**src/rtl/spr_case_filter_l.sv**
```systemverilog
// spr_case_filter_l: left-path subpixel filter. It picks one of seven kernels
// from the border/original/edge flags and filters prev/curr/next over 3 stages.
// Ports: clk, rst_n (async, active-low); i_hs/i_vs line/frame qualifiers;
//   is_boarder, is_original, is_edge[3:0] case flags; prev/curr/next 12b samples;
//   o_hs/o_vs (3-cycle delayed), o_pix filtered value, o_case kernel code,
//   o_edge_cnt per-line edge-class count, o_edge_cnt_vld one-cycle update strobe.
module spr_case_filter_l (
    input  logic        clk,
    input  logic        rst_n,
    input  logic        i_hs,
    input  logic        i_vs,
    input  logic        is_boarder,
    input  logic        is_original,
    input  logic [3:0]  is_edge,
    input  logic [11:0] prev,
    input  logic [11:0] curr,
    input  logic [11:0] next,
    output logic        o_hs,
    output logic        o_vs,
    output logic [11:0] o_pix,
    output logic [2:0]  o_case,
    output logic [11:0] o_edge_cnt,
    output logic        o_edge_cnt_vld
);

    localparam logic [2:0] C_IDLE   = 3'd0;
    localparam logic [2:0] C_BORDER = 3'd1;
    localparam logic [2:0] C_ORIG   = 3'd2;
    localparam logic [2:0] C_EDGE2  = 3'd3;
    localparam logic [2:0] C_EDGE3  = 3'd4;
    localparam logic [2:0] C_EDGE4  = 3'd5;
    localparam logic [2:0] C_EDGE5  = 3'd6;
    localparam logic [2:0] C_DFLT   = 3'd7;

    // Stage 1: samples and encoded kernel
    logic [2:0]  w_case;
    logic        r1_hs, r1_vs;
    logic [2:0]  r1_case;
    logic [11:0] r1_prev, r1_curr, r1_next;

    always_comb begin
        w_case = C_IDLE;
        if (i_hs && i_vs) begin
            if (is_boarder)       w_case = C_BORDER;
            else if (is_original) w_case = C_ORIG;
            else if (is_edge[3])  w_case = C_EDGE2;
            else if (is_edge[2])  w_case = C_EDGE3;
            else if (is_edge[1])  w_case = C_EDGE4;
            else if (is_edge[0])  w_case = C_EDGE5;
            else                  w_case = C_DFLT;
        end
    end

    always_ff @(posedge clk or negedge rst_n) begin
        if (!rst_n) begin
            r1_hs   <= 1'b0;
            r1_vs   <= 1'b0;
            r1_case <= C_IDLE;
            r1_prev <= '0;
            r1_curr <= '0;
            r1_next <= '0;
        end else begin
            r1_hs   <= i_hs;
            r1_vs   <= i_vs;
            r1_case <= w_case;
            r1_prev <= prev;
            r1_curr <= curr;
            r1_next <= next;
        end
    end

    // Stage 2: 14-bit sum including rounding constant, plus shift amount
    logic [13:0] w_p, w_c, w_n, w_c3;
    logic [13:0] w_sum;
    logic [1:0]  w_sh;
    logic        r2_hs, r2_vs;
    logic [2:0]  r2_case;
    logic [13:0] r2_sum;
    logic [1:0]  r2_sh;

    assign w_p  = {2'b00, r1_prev};
    assign w_c  = {2'b00, r1_curr};
    assign w_n  = {2'b00, r1_next};
    assign w_c3 = w_c + {w_c[12:0], 1'b0};

    always_comb begin
        w_sum = '0;
        w_sh  = 2'd0;
        case (r1_case)
            C_BORDER, C_ORIG, C_EDGE2: begin
                w_sum = w_c;
            end
            C_EDGE3: begin
                w_sum = w_c3 + w_p + 14'd2;
                w_sh  = 2'd2;
            end
            C_EDGE4: begin
                w_sum = w_c3 + w_n + 14'd2;
                w_sh  = 2'd2;
            end
            C_EDGE5: begin
                w_sum = w_c + w_n + 14'd1;
                w_sh  = 2'd1;
            end
            C_DFLT: begin
                w_sum = w_p + {w_c[12:0], 1'b0} + w_n + 14'd2;
                w_sh  = 2'd2;
            end
            default: begin
                w_sum = '0;
                w_sh  = 2'd0;
            end
        endcase
    end

    always_ff @(posedge clk or negedge rst_n) begin
        if (!rst_n) begin
            r2_hs   <= 1'b0;
            r2_vs   <= 1'b0;
            r2_case <= C_IDLE;
            r2_sum  <= '0;
            r2_sh   <= 2'd0;
        end else begin
            r2_hs   <= r1_hs;
            r2_vs   <= r1_vs;
            r2_case <= r1_case;
            r2_sum  <= w_sum;
            r2_sh   <= w_sh;
        end
    end

    // Stage 3: shift and clamp to 12 bits
    logic [13:0] w_shifted;
    logic [11:0] w_sat;

    assign w_shifted = r2_sum >> r2_sh;
    assign w_sat     = (|w_shifted[13:12]) ? 12'hFFF : w_shifted[11:0];

    always_ff @(posedge clk or negedge rst_n) begin
        if (!rst_n) begin
            o_hs   <= 1'b0;
            o_vs   <= 1'b0;
            o_case <= C_IDLE;
            o_pix  <= '0;
        end else begin
            o_hs   <= r2_hs;
            o_vs   <= r2_vs;
            o_case <= r2_case;
            o_pix  <= w_sat;
        end
    end

    // Edge statistics on the output side
    logic        r_hs_d;
    logic [11:0] r_cnt;
    logic        w_fall;
    logic        w_edge_px;
    logic [11:0] w_cnt_inc;

    assign w_fall    = r_hs_d & ~o_hs;
    assign w_edge_px = o_hs && o_vs && (o_case >= C_EDGE2) && (o_case <= C_EDGE5);
    assign w_cnt_inc = (w_edge_px && r_cnt != 12'hFFF) ? r_cnt + 12'd1 : r_cnt;

    always_ff @(posedge clk or negedge rst_n) begin
        if (!rst_n) begin
            r_hs_d         <= 1'b0;
            r_cnt          <= '0;
            o_edge_cnt     <= '0;
            o_edge_cnt_vld <= 1'b0;
        end else begin
            r_hs_d         <= o_hs;
            o_edge_cnt_vld <= w_fall;
            if (w_fall) begin
                o_edge_cnt <= w_cnt_inc;
                r_cnt      <= '0;
            end else if (!o_vs) begin
                r_cnt      <= '0;
            end else begin
                r_cnt      <= w_cnt_inc;
            end
        end
    end

endmodule

```
**config.mk**
```make
export PLATFORM = sky130hd
export DESIGN_NAME = spr_case_filter_l
export DESIGN_NICKNAME = d
export VERILOG_FILES = /design/src/rtl/spr_case_filter_l.sv
export SDC_FILE = /design/constraint.sdc
export NUM_CORES = 1
export LEC_CHECK = 0
export CELL_PAD_IN_SITES_DETAIL_PLACEMENT = 0
export CELL_PAD_IN_SITES_GLOBAL_PLACEMENT = 1
export CORE_MARGIN = 2
export CORE_UTILIZATION = 45
export DETAILED_ROUTE_END_ITERATION = 10
export PLACE_DENSITY_LB_ADDON = 0.1
export SLEW_MARGIN = 20
export SYNTH_ARGS = -nofsm -noshare
export SYNTH_HDL_FRONTEND = slang
export SYNTH_SLANG_ARGS = --single-unit
```
**constraint.sdc**
```tcl
create_clock -name clk -period 12.2 [get_ports clk]
set_clock_uncertainty 0.2 [all_clocks]
set_input_delay 1.83 -clock clk [delete_from_list [all_inputs] [get_ports clk]]
set_output_delay 1.83 -clock clk [all_outputs]
set_load 0.02 [all_outputs]
```
# Word-level counts from Yosys, hierarchy flattened
# Cells that the tools add are included.
[word_totals]
regBits = 105
out_inout_bits = 30
inputBits = 46
word_cells = 64
[op_classes]
n_reduce_logical = 8
n_lt_le_gt_ge = 2
n_bitwise = 2
addsub = 11
muxes = 13
n_shift = 1
eq_ne = 8
[ops]
columns = ["cell", "n"]
rows = [
  ["14-bit one-hot mux with 5 select lines", 1],
  ["12-bit two-way mux", 4],
  ["14-bit by 12-bit adder with 14-bit output", 3],
  ["14-bit by 2-bit adder with 14-bit output, second input constant", 3],
  ["12-bit by 13-bit adder with 14-bit output", 2],
  ["13-bit by 1-bit adder with 14-bit output, second input constant", 1],
  ["14-bit by 2-bit right shift with 14-bit output", 1],
  ["12-bit by 12-bit adder with 13-bit output", 1],
  ["12-bit by 1-bit adder with 12-bit output, second input constant", 1],
  ["3-bit equality test, second input constant", 4],
  ["3-bit two-way mux", 4],
  ["12-bit inequality test, second input constant", 1],
  ["3-bit by 2-bit equality test with 1-bit output, second input constant", 2],
  ["3-bit OR reduction", 2],
  ["1-bit logical AND", 5],
  ["2-bit two-way mux", 2],
  ["2-bit one-hot mux with 2 select lines", 1],
  ["3-bit by 1-bit equality test with 1-bit output, second input constant", 1],
  ["3-bit by 2-bit greater-or-equal comparator with 1-bit output, second input constant", 1],
  ["3-bit less-or-equal comparator, second input constant", 1],
  ["2-bit OR reduction", 1],
  ["1-bit bitwise AND", 1],
  ["1-bit two-way mux", 1],
  ["1-bit inverter", 1],
]

# Depth between registers and ports, before layout
# Gate-level depths: netlist (run 1).
[depth]
ltp_word = 7
ltp_mapped = 17
ltp_nobuf = 17

# Least setup slack after synthesis (run 1)
# No wires, ideal clock.
[synth_path]
path_type = "reg-to-reg"
from = "reg r1_curr[1]"
to = "reg r2_sum[13]"
t_arrival_ps = 3716
path_slack_ps = 8158
path_stages_with_launch = 15
path_buffers = 0
cell_sequence = "dfrtp_1 -> ha_1 -> fa_1 -> a21oi_1 -> nor2_1 -> nor3_1 -> xnor2_1 -> ha_1 -> ha_1 -> or3_4 -> o31a_1 -> a31oi_4 -> o21ai_2 -> xor2_1 -> a221o_1"
[synth_between]
elab_chain_len = 4
[synth_lines]
columns = ["item", "line", "text"]
rows = [
  ["start: declaration", "39", "logic [11:0] r1_prev, r1_curr, r1_next;"],
  ["start signal: assignment", "67", "r1_curr <= curr;"],
  ["12-bit by 13-bit adder with 14-bit output, on equally long branches", "106, 84", ""],
  ["14-bit by 12-bit adder with 14-bit output, on equally long branches", "106, 94, 98", ""],
  ["14-bit by 2-bit adder with 14-bit output, on equally long branches", "106, 94, 98", ""],
  ["14-bit one-hot mux with 5 select lines (*)", "89", "case (r1_case)"],
  ["net w_sum[13]", "74", "logic [13:0] w_sum;"],
  ["end signal: assignment", "127", "r2_sum <= w_sum;"],
  ["end: declaration", "78", "logic [13:0] r2_sum;"],
]
# The timed path passes the listed nets; every way through them passes the cells marked *.
# A chain may end at the register's enable or synchronous reset.

# Worst setup path in the final report (run 1)
# Same ends and word-level chain as after synthesis.

==> metrics.cfg, run 1 <==
[synth]
ys_types = 66
synth_top_area_cell = dfrtp_1
synthFlopType = dfrtp_1
netlist.area_leader.share_pct = 38.4
avgSynthCellArea_um2 = 10.4
synth_compound_area_share_pct = 17.9
synthSimpleGateAreaFrac_pct = 11.3
synth_area_leaders = dfrtp_1 38%, ha_1 16%, fa_1 4.4%
synth_top_family_by_area = adder cells
syn-instance-count = 659
synth_adder_area_share_pct = 20.8
syn_area_um2 = 6840
synth_edf_count = 0
syn_nets = 810
ys_seq_area_share_pct = 38.4
ys_warn_count = 0
synth-seq-cells = 105
async_flop_share_pct = 100
synthMuxAreaShare_pct = 2.78
yosys.area_share.xor_xnor_pct = 6.66

[layout]
diodes = 0
syn2layout_area_growth_pct = 18.1
final_area_um2 = 8080
final_common_cell = dfrtp_1
final_cell_mix = 105 x dfrtp_1, 90 x ha_1, 74 x clkdlybuf4s50_1, 48 x nor2_1
fin_nets = 887
nFillCells = 1338
drive_above_1_share_pct = 3.91

[hold_path]
hold_path.class = reg -> reg
worstHoldStart = r2_case[2]

[routing]
first_pass_iters = 5
wire_per_inst_um = 17.3
avgViaCountPerCell = 5.61
vias = 5210
drc_errors = 0
drt_iter0_drc = 345
drt-total-wl_mm = 16.0
antenna_left = 0

[global_routing]
grtUsageTotal_pct = 20.9
grt_pass1_wl_mm = 26.6
grt_pass1_vias = 5193
antenna_found_initial = 0
grt.overflow.total = 0
grt_max_degree = 58

[clock_tree]
cts-resized-gates = 0
clock-sinks = 105
numCtsBuffers = 9
postCtsSetupRepairBufs = 0
ctsHoldBuffers = 0
cts_max_level = 3
clk_pin_slew_ps = 70
cts_buffer_depth = 2
clkLatencyLatePin_ps = 360
cts_tree = built
root_buffer = clkbuf_16

[worst_setup_path]
critical_path_required_ps = 12230
critPathMaxFanout = 7
crit_start = r1_curr[1]
worstSetupPathType = reg -> reg
crit_path_end_kind = flip-flop
cp.arrival_ps = 4510
cp-start-kind = flip-flop
crit-reg2reg-launch = r1_curr[1]

[die]
initial_core_util_pct = 45.5
die_w_um = 127
io-pin-count = 76
die_y_um = 127
core-area_um2 = 15000
die-area_um2 = 16200
rows = 45

[sta]
worst_slew_margin_rel_pct = 37.7
drv_slew = 0
rsz0062_at_grt = false
fin_crit_ps = 4480
hold_slack_ps = 150
hold_viol_final = 0
fmax_mhz = 223
worstMarginPinSlew_ps = 931
fin_ws_ps = 7720
fin_crit_sh_pct = 36.7
setup_violations = 0
fin_setup_tns_ps = 0

[pwr]
vdd.ir_drop.worst_v = 0.0000729
p_per_area_nw_per_um2 = 129
leakage_uw = 0.00365

[place]
place.detailed.hpwl_mm = 12.7
place.gp.congestion = 0.851
dp_slack_ps = 7750
io_buffers = 75
placed_area_um2 = 7790

[status]
status = finished, final reports clean

[job]
maxCapViolations = 0

## critical path: stages (launching register included)
cell and delay, ps:
dfrtp_1 480, ha_1 260, fa_1 400, a21oi_1 300
nor2_1 140, nor3_1 290, xnor2_1 180, ha_1 260
ha_1 240, or3_4 400, o31a_1 350, a31oi_4 240
o21ai_2 90, xor2_1 160, a221o_1 350
## sequential cells by signal (all words and copies together) (netlist names), 2 cells and up
| signal | cells |
|---|---|
| r2_sh | 2 |
| o_edge_cnt | 12 |
| r1_curr | 12 |
| r2_sum | 14 |
| o_case | 3 |
| r2_case | 3 |
| r1_case | 3 |
| r1_next | 12 |
| r_cnt | 12 |
| o_pix | 12 |
| r1_prev | 12 |
## through the flow
step                power, uW  util [%]  std cells
finish                   1040      53.8        929
global route             1110      53.8        929
CTS                      1050      53.7        929
detailed placement        756      51.8        913
global placement          750      51.8        913
floorplan                 653         -        659
## worst paths after layout
path / slack, ps / to / cells past startpoint
setup / recovery: 7720 / r2_sum[13] / 14
hold / removal: 150 / o_case[2] / 0
setup reg to reg: 7720 / r2_sum[13] / 14
hold reg to reg: 150 / o_case[2] / 0
max in group asynchronous: 9370 / r1_prev[2] / 2
min in group asynchronous: 1280 / o_edge_cnt[0] / 1
## synthesized netlist by cell type (3+ instances only)
cell type,n
a211o_1,3
a211oi_1,10
a21boi_1,4
a21o_1,10
a21oi_1,39
a222oi_1,3
a22oi_1,15
a31oi_1,4
and2_1,4
and3_1,7
clkbuf_1,8
dfrtp_1,105
fa_1,15
ha_1,90
inv_1,25
mux2i_1,19
nand2_1,39
nand2b_1,7
nand3_1,7
nor2_1,48
nor2b_1,8
nor3_1,13
nor4_1,3
o211ai_1,10
o21a_1,9
o21ai_0,19
o21ai_1,27
o31a_1,3
o31ai_1,3
or3_1,4
xnor2_1,27
xor2_1,25
## logic make-up (layout without fill, tap and decap cells)
| kind of cell | Yosys count | in the layout |
|---|---|---|
| AOI/OAI and AO/OA | 183 | 183 |
| xor gates and xnor gates | 52 | 52 |
| adders and majority gates | 105 | 105 |
| buffers and inverters | 37 | 119 |
| DFF | 105 | 105 |
| muxes | 19 | 19 |
| and+or+nand+nor | 158 | 158 |
## metal layers
metal	wire length (um)	track usage [%]	vias to the layer above
met5	0	0	-
met4	244	5.43	0
met3	588	3.94	14
met2	7610	34.0	111
met1	7600	28.8	2525
li1	-	-	2560
## power by group
part,total (uW),switching [uW],internal [uW],leakage (uW)
sequential,381,16.6,365,0.00134
combinational,371,203,168,0.00217
clock,287,143,144,0.000143
total,1040,362,677,0.00365
## layout make-up
class                      instances  area [um2]  area share, %
multi-input combinational        517        4070           50.4
clock inverter                     6        60.1          0.743
timing repair buffer              76         756           9.35
inverter                          27         101           1.25
clock buffer                      10         229           2.83
tap                              188         235           2.91
sequential                       105        2630           32.5
(Power assumes the default switching activity.)
==> run 2: changes to the inputs <==
- CORE_UTILIZATION: 45 -> 41
- clock period: 12.2 -> 4.11 ns (I/O delays scaled with it)
==> metrics.cfg, run 2 (synthesized netlist as in run 1, its figures left out) <==
[die]
die_y_um = 133
die-area_um2 = 17700
rows = 47
io-pin-count = 76
core-area_um2 = 16500
initial_core_util_pct = 41.6
die_w_um = 133

[layout]
drive_above_1_share_pct = 9.51
diodes = 0
final_cell_mix = 105 x dfrtp_1, 88 x ha_1, 74 x clkdlybuf4s50_1, 46 x nor2_1, 39 x nand2_1
fin_cells = 988
fin_nets = 914
final_common_cell = dfrtp_1
regMostFlops = r2_sum
largest_reg_flops = 14
syn2layout_area_growth_pct = 22.9

[worst_setup_path]
cp_common_cell = ha_1
crit-reg2reg-launch = r1_curr[1]
crit_path_end_kind = flip-flop
critPathMaxFanout = 2
worstSetupPathType = reg -> reg
cp.arrival_ps = 4010
worst-path-buf-inv = 0
cp_top_family = adder cells
worstPathCellList = ha_1 > fa_1 > a21oi_2 > nor2_1 > nor3_2 > xnor2_1 > ha_1 > ha_1 > or3_4 > o31a_1 > a31oi_4 > o21ai_2 > xor2_1 > a221o_1
crit_path_top_delay_cell = fa_1
cp-start-kind = flip-flop
critical_path_required_ps = 4150
crit_start = r1_curr[1]
slowest_delay_ps = 420

[routing]
drt_iter0_drc = 231
avgViaCountPerCell = 5.31
wire_per_inst_um = 16.8
drt-total-wl_mm = 16.6
antenna_left = 0
drc_errors = 0
first_pass_iters = 5
vias = 5248

[pwr]
leakage_uw = 0.00380
vdd.ir_drop.worst_v = 0.000200
p_per_area_nw_per_um2 = 379

[global_routing]
grt_pass1_vias = 5284
antenna_found_initial = 0
grt_pass1_wl_mm = 27.4
grtUsageTotal_pct = 19.7
grt.overflow.total = 0
grt_max_degree = 82

[sta]
fin_crit_sh_pct = 96.6
worstMarginPinSlew_ps = 985
hold_slack_ps = 86.1
fmax_mhz = 252
fin_crit_ps = 3970
fin_ws_ps = 141
hold_viol_final = 0
worst_slew_margin_rel_pct = 34.1
drv_slew = 0
setup_violations = 0

[clock_tree]
ctsHoldBuffers = 0
clk_pin_slew_ps = 70
numCtsBuffers = 9
clkLatencyLatePin_ps = 360
cts_tree = built
cts_buffer_depth = 2
clock-sinks = 105
root_buffer = clkbuf_16
cts_max_level = 3

[place]
place.gp.congestion = 0.884
dp_slack_ps = -49.8
io_buffers = 75
place.detailed.hpwl_mm = 13.2
dpl.cell_count = 972

[status]
status = finished, final reports clean

[job]
maxCapViolations = 0

[hold_path]
hold_path.class = in -> async

==> run 2: metrics by stage <==
stage | setup TNS (ps) | total power, uW | utilization (%) | cell area [um2]
4_1_cts | 0 | 3190 | 50.6 | 8330
6_report | 0 | 3190 | 51.1 | 8410
3_5_place_dp | -92.4 | 2350 | 48.8 | 8040
2_1_floorplan | 0 | 1940 | - | 6840
3_3_place_gp | -12.8 | 2330 | 48.8 | 8030
5_1_grt | -82.5 | 3420 | 51.1 | 8410
==> run 2: worst paths after layout <==
| path | to | slack (ps) | depth (start not counted) |
|---|---|---|---|
| max in group asynchronous | r1_prev[4] | 2790 | 2 |
| worst min-delay path | o_edge_cnt[5] | 90 | 1 |
| worst min register to register | o_case[2] | 150 | 0 |
| worst max register to register | r2_sum[13] | 140 | 14 |
| min in group clk | o_case[2] | 150 | 0 |
| worst max-delay path | r2_sum[13] | 140 | 14 |
==> run 2: where the power goes <==
| group | internal [uW] | switching [uW] |
|---|---|---|
| logic | 585 | 645 |
| registers | 1080 | 46.4 |
| clock network | 420 | 411 |
==> run 2: worst register-to-register path, delay by kind of cell, from the launching register on <==
family / cells / cell delay [ps]
compound gates: 5 / 1110
flops: 1 / 400
simple gates: 3 / 710
fa+ha+maj: 4 / 1110
xor+xnor: 2 / 330
==> run 2: cell type report <==
class,count,area (um2)
Tap cell,220,275
Clock inverter,6,51.3
Timing Repair Buffer,103,966
Multi-Input combinational cell,517,4160
Sequential cell,105,2630
Inverter,27,101
Clock buffer,10,229
Fill cell,1518,8060
==> run 2: repair_timing <==
item                                    CTS  global route
endpoints found under the hold margin     0             0
pin swaps                                 0            11
resized for setup                         2            16
endpoints found under the setup margin    2             6
setup buffers                             0             1
==> run 2: layer usage <==
layer  global-route usage (%)  wire (um)  vias up
li1                         -          -     2632
met1                     26.5       7800     2497
met2                     32.6       7970      100
met3                     3.81        524       19
met4                     5.67        281        0
met5                        0          0        -
